File: src/rtl/booth_pkg.sv
// Shared encodings for the sequential Booth multiplier family: the controller
// state encoding and the radix-2 Booth pair opcodes.
package booth_pkg;

  typedef enum logic [1:0] {
    ST_IDLE = 2'd0,
    ST_RUN  = 2'd1,
    ST_DONE = 2'd2
  } state_e;

  localparam logic [1:0] OP_NOP = 2'd0;
  localparam logic [1:0] OP_ADD = 2'd1;
  localparam logic [1:0] OP_SUB = 2'd2;

  // Radix-2 Booth recoding of the pair {lo[0], q(-1)}.
  function automatic logic [1:0] booth_op(input logic lsb, input logic qm1);
    logic [1:0] op;
    case ({lsb, qm1})
      2'b10:   op = OP_SUB;
      2'b01:   op = OP_ADD;
      default: op = OP_NOP;
    endcase
    return op;
  endfunction

endpackage

File: src/rtl/booth_r2_step.sv
// One radix-2 Booth iteration: conditional add/subtract of the sign-extended
// multiplicand into the guarded high half, then an arithmetic right shift of
// {hi, lo, q(-1)} by one bit. Purely combinational.
module booth_r2_step
  import booth_pkg::*;
#(
  parameter int WIDTH = 8
) (
  input  logic [WIDTH+1:0] hi_i,
  input  logic [WIDTH:0]   lo_i,
  input  logic             qm1_i,
  input  logic [WIDTH:0]   ye_i,
  output logic [WIDTH+1:0] hi_o,
  output logic [WIDTH:0]   lo_o,
  output logic             qm1_o
);

  logic [WIDTH+1:0] ye_sx;
  logic [WIDTH+1:0] sum;

  // Add/subtract per Booth pair, then shift right keeping the sign of hi.
  always_comb begin
    ye_sx = {ye_i[WIDTH], ye_i};
    sum   = hi_i;
    case (booth_op(lo_i[0], qm1_i))
      OP_ADD:  sum = hi_i + ye_sx;
      OP_SUB:  sum = hi_i - ye_sx;
      default: sum = hi_i;
    endcase
    hi_o  = {sum[WIDTH+1], sum[WIDTH+1:1]};
    lo_o  = {sum[0], lo_i[WIDTH:1]};
    qm1_o = lo_i[0];
  end

endmodule

File: src/rtl/booth_mult_seq.sv
// Sequential radix-2 Booth multiplier, signed or unsigned per operation.
// Operands are extended by one bit (sign bit when signed, zero otherwise) so a
// single signed Booth datapath handles both modes; WIDTH+1 steps consume the
// extended multiplier and leave the exact product in the low 2*WIDTH bits.
//
// Handshake: an operation is accepted on a rising edge where start && in_ready
// (in_ready is high only in IDLE); the product is delivered on a rising edge
// where valid && z_ready. valid and z stay constant until that edge, and start
// is ignored outside IDLE.
module booth_mult_seq
  import booth_pkg::*;
#(
  parameter int WIDTH = 8
) (
  input  logic               clk,
  input  logic               rst,
  input  logic               start,
  output logic               in_ready,
  input  logic               is_signed,
  input  logic [WIDTH-1:0]   x,
  input  logic [WIDTH-1:0]   y,
  output logic               valid,
  input  logic               z_ready,
  output logic [2*WIDTH-1:0] z,
  output logic [1:0]         dbg_state
);

  localparam int CW = $clog2(WIDTH + 1);

  state_e             state_q, state_d;
  logic [CW-1:0]      cnt_q, cnt_d;
  logic [WIDTH+1:0]   hi_q, hi_d;
  logic [WIDTH:0]     lo_q, lo_d;
  logic               qm1_q, qm1_d;
  logic [WIDTH:0]     ye_q, ye_d;
  logic [2*WIDTH-1:0] z_q, z_d;

  logic [WIDTH+1:0]   hi_nx;
  logic [WIDTH:0]     lo_nx;
  logic               qm1_nx;

  booth_r2_step #(.WIDTH(WIDTH)) u_step (
    .hi_i  (hi_q),
    .lo_i  (lo_q),
    .qm1_i (qm1_q),
    .ye_i  (ye_q),
    .hi_o  (hi_nx),
    .lo_o  (lo_nx),
    .qm1_o (qm1_nx)
  );

  assign in_ready  = (state_q == ST_IDLE);
  assign valid     = (state_q == ST_DONE);
  assign z         = z_q;
  assign dbg_state = state_q;

  // Next-state and datapath update: load on accept, step in RUN, hold in DONE.
  always_comb begin
    state_d = state_q;
    cnt_d   = cnt_q;
    hi_d    = hi_q;
    lo_d    = lo_q;
    qm1_d   = qm1_q;
    ye_d    = ye_q;
    z_d     = z_q;
    case (state_q)
      ST_IDLE: begin
        if (start && in_ready) begin
          hi_d    = '0;
          lo_d    = {is_signed & x[WIDTH-1], x};
          ye_d    = {is_signed & y[WIDTH-1], y};
          qm1_d   = 1'b0;
          cnt_d   = '0;
          state_d = ST_RUN;
        end
      end
      ST_RUN: begin
        hi_d  = hi_nx;
        lo_d  = lo_nx;
        qm1_d = qm1_nx;
        cnt_d = cnt_q + CW'(1);
        // The (WIDTH+1)-th step has consumed every extended multiplier bit.
        if (cnt_q == CW'(WIDTH)) begin
          z_d     = {hi_nx[WIDTH-2:0], lo_nx};
          state_d = ST_DONE;
        end
      end
      ST_DONE: begin
        if (z_ready) state_d = ST_IDLE;
      end
      default: state_d = ST_IDLE;
    endcase
  end

  // State and datapath registers; reset aborts any operation in flight.
  always_ff @(posedge clk) begin
    if (rst) begin
      state_q <= ST_IDLE;
      cnt_q   <= '0;
      hi_q    <= '0;
      lo_q    <= '0;
      qm1_q   <= 1'b0;
      ye_q    <= '0;
      z_q     <= '0;
    end else begin
      state_q <= state_d;
      cnt_q   <= cnt_d;
      hi_q    <= hi_d;
      lo_q    <= lo_d;
      qm1_q   <= qm1_d;
      ye_q    <= ye_d;
      z_q     <= z_d;
    end
  end

endmodule

File: config.mk
export PLATFORM = sky130hd
export DESIGN_NAME = booth_mult_seq
export DESIGN_NICKNAME = d
export VERILOG_FILES = /design/src/rtl/booth_pkg.sv /design/src/rtl/booth_r2_step.sv /design/src/rtl/booth_mult_seq.sv
export SDC_FILE = /design/constraint.sdc
export NUM_CORES = 1
export LEC_CHECK = 0
export BUFFER_PORTS_ARGS = -buffer_cell sky130_fd_sc_hd__buf_2
export CAP_MARGIN = 20
export CORE_ASPECT_RATIO = 1.2
export CORE_MARGIN = 5
export CORE_UTILIZATION = 40
export DETAILED_ROUTE_END_ITERATION = 6
export PLACE_DENSITY_LB_ADDON = 0.3
export SLEW_MARGIN = 10
export SYNTH_ARGS = -nofsm -noshare
export SYNTH_HDL_FRONTEND = slang
export SYNTH_HIERARCHICAL = 1
export SYNTH_SLANG_ARGS = --single-unit
File: constraint.sdc
create_clock -name clk -period 2.7 [get_ports clk]
set_input_delay 0.81 -clock clk [delete_from_list [all_inputs] [get_ports clk]]
set_output_delay 0.81 -clock clk [all_outputs]
set_load 0.03 [all_outputs]
==> summary.txt <==
Timing
  • Fin crit period: 2.50 ns
  • Fmax: 400 MHz
  • Final Max Tran Viols: 0
  • Worst slew margin: 53.2%
  • # setup viols final: 0
  • Worst-Margin Slew: 0.699 ns
  • Setup Skew: 0.00747 ns
  • Hold Vio Cnt, Final: 0
  • Period Utilization, post-route: 92.7%

Critical path
  • Critical path fanouts, max: 5
  • CP Capture Type: register
  • Critical path arrival: 2.74 ns
  • CP startpoint: ye_q[0]
  • WP data required: 2.94 ns
  • Crit path kind: reg2reg
  • CP Launch Type: register
  • Worst r2r dst: z[15]
  • CP endpoint: z[15]
  • Reg2Reg Setup Slack: 0.20 ns
  • Path depth of the worst reg2reg path: 13
  • FF-to-FF Start: ye_q[0]

Synth
  • Post-synth top cells: dfxtp_1, nand2_1, a21oi_1
  • Net Count, Synth: 379
  • Async set-reset flop share out of synthesis: 0%
  • Number of enable flip-flop cells after synthesis: 0
  • Post-synth cell types: 51
  • Area leader, netlist: dfxtp_1
  • Syn Area/Cell: 8.68 µm²
  • Post-Syn Area: 0.00299 mm²
  • Cell with the most instances after synthesis: dfxtp_1
  • Synth warn: 6
  • Sequential fraction of the synthesis area: 34.2%
  • Flops & latches, synth: 51
  • Synth top area cells: dfxtp_1, ha_1, a21oi_1
  • Area share of the largest cell type after synthesis: 34.2%
  • Cell count after synthesis: 344
  • Top_reg_cell synth: dfxtp_1

GRT
  • Global-route wire length before repair: 10800 µm
  • Initial antenna violation count: 0
  • Largest net degree at the start of global routing: 31
  • Grt total ovfl: 0
  • Vias in the first global route: 2365
  • GR Util All Layers: 14.1%

Cells and area
  • Nets: 402
  • Diodes inserted: 0
  • Synthesis-to-finish area growth: 10.6%
  • Cell Count, Final, Fillers Out: 457
  • Design Area, Final: 0.00330 mm²
  • Ratio of cells with drive above 1 in the final layout: 28.9%
  • Fin util: 45.4%
  • FILL cells: 709

Routing
  • Vias per inst: 5.38
  • # DRC: 0
  • DRT iter0 DRCs: 83
  • Pre-Repair DR Iteration Count: 4
  • Final antenna-violating net count: 0
  • Via count: 2458
  • Drt wl/cell: 14.3 µm
  • Final WL: 6550 µm

Floorplan
  • Die width: 88.9 µm
  • Core Region: 0.00727 mm²
  • Die height: 105 µm
  • I/O pin cnt: 41
  • Starting Density: 41.1%
  • Total die area: 0.00930 mm²
  • FP Rows: 34

Power and ir drop
  • P_leak: 1.27 nW
  • Worst vdd ir: 0.323 mV
  • Pwr Density: 594 mW/mm²
  • Total power draw: 1.96 mW
  • Internal power: 1.32 mW
  • Combinational Power Share: 30.8%
  • Clock Power Share: 26.6%
  • Switching Fraction: 32.6%
  • Sequential Power Share: 42.6%
  • Switching power: 0.639 mW

Clock tree
  • Max H-tree Level: 2
  • CTS tree: done
  • Worst skew pair latency: 0.30 ns
  • CTS clk-pin slew, worst paths: 0.09 ns
  • CTS buffer count: 5
  • CTS Sinks: 51
  • Clock tree buffer depth: 2
  • CTS root buffer: clkbuf_8

Place
  • Inst Count DP: 448
  • Port bufs: 40
  • DP Wirelength: 4750 µm
  • GP Congestion: 0.866
  • Area after DPL: 0.00312 mm²

Hold path
  • Hold WC Path Type: reg2reg

Outcome
  • Status: finished clean

Job
  • Max-Cap Viols: 0
-- cells in the final DEF (no fill, tap or decap), drive strengths merged, types with 2 or more instances in the layout --
master and count:
clkbuf 5, xnor2 11, nand2b 7, o21ai 13
dfxtp 51, a21oi 50, nor3b 2, nand3b 2
and2b 2, a31oi 4, o22a 6, nor2b 2
nor3 6, xor2 4, buf 50, o31ai 10
ha 13, nand3 25, or3b 3, nand2 42
mux2 2, nor2 13, a21o 3, o221a 6
inv 18
-- how the worst min path moves through the flow --
stage | from | endpoint | slack [ns] | cells past startpoint
finish | z[12] | z[12] | 0.47 | 2
global placement | qm1_q | qm1_q | 0.45 | 2
global route | qm1_q | qm1_q | 0.49 | 2
floorplan | qm1_q | qm1_q | 0.45 | 2
detailed placement | qm1_q | qm1_q | 0.47 | 2
CTS | z[12] | z[12] | 0.48 | 2
-- cells by family (layout without fill, tap and decap cells) --
kind of cell / count (synthesis) / in the layout / share of synthesized area, %
multiplexers: 3 / 3 / 1.09
buffers and inverters: 52 / 75 / 10.1
AO/OA/AOI/OAI: 101 / 101 / 23.8
AND/OR/NAND/NOR: 108 / 108 / 20.3
adder cells (fa/ha/maj): 14 / 14 / 6.12
flip-flops: 51 / 51 / 34.2
XOR/XNOR: 15 / 15 / 4.40
-- power by group through the flow --
stage	Combinational, mW	Clock, mW	Sequential (mW)
after floorplan	0.492	0	0.840
after global placement	0.559	0	0.851
after detailed placement	0.560	0	0.851
after CTS	0.565	0.539	0.834
after global routing	0.670	0.572	0.842
final	0.605	0.522	0.835
-- state kept, by name (all words and copies together) (netlist names) --
signal / flops
cnt_q: 4
qm1_q: 1
dbg_state: 2
ye_q: 9
lo_q: 9
z: 16
hi_q: 10
-- critical path: stages, from the launching register on --
cell and delay, ns:
dfxtp_4 0.39, inv_1 0.05, ha_1 0.20, and2b_1 0.20
a21oi_2 0.14, xnor2_1 0.17, ha_1 0.34, a21oi_2 0.17
inv_1 0.06, a31oi_1 0.20, xor2_1 0.12, o21ai_2 0.17
nand3_1 0.11, a21oi_1 0.14
-- layout make-up --
cell class              instances  area (µm²)  share of cell area [%]
multi-input cells             241        1710                    51.8
clock buffers                   5        68.8                    2.08
well taps                      90         113                    3.41
flip-flops and latches         51        1030                    31.1
repair buffers                 50         275                    8.34
inverters                      18        67.6                    2.05
clock inverters                 2        37.5                    1.14
-- routing by layer --
layer	up-vias	routed length, µm	track usage, %
met4	0	63	3.46
met3	6	190	2.91
met2	39	3540	25.6
met1	1168	2760	16.5
li1	1245	-	-
met5	-	0	0
-- through the flow --
step	hold slack (ns)	TNS, ns	worst slack [ns]
6_report	0.475	0	0.198
5_1_grt	0.492	-0.00374	-0.00268
2_1_floorplan	0.445	0	0.159
3_5_place_dp	0.465	0	0.0230
3_3_place_gp	0.452	0	0.0101
4_1_cts	0.479	0	0.0410
-- repair_timing --
| item | CTS | global route |
|---|---|---|
| gates resized for setup | 1 | 13 |
| endpoints found under the setup margin | 1 | 6 |
| hold buffers | 0 | 0 |
| buffers inserted | 0 | 2 |
| pin swaps | 0 | 3 |
Power figures use the tool's default switching activity.
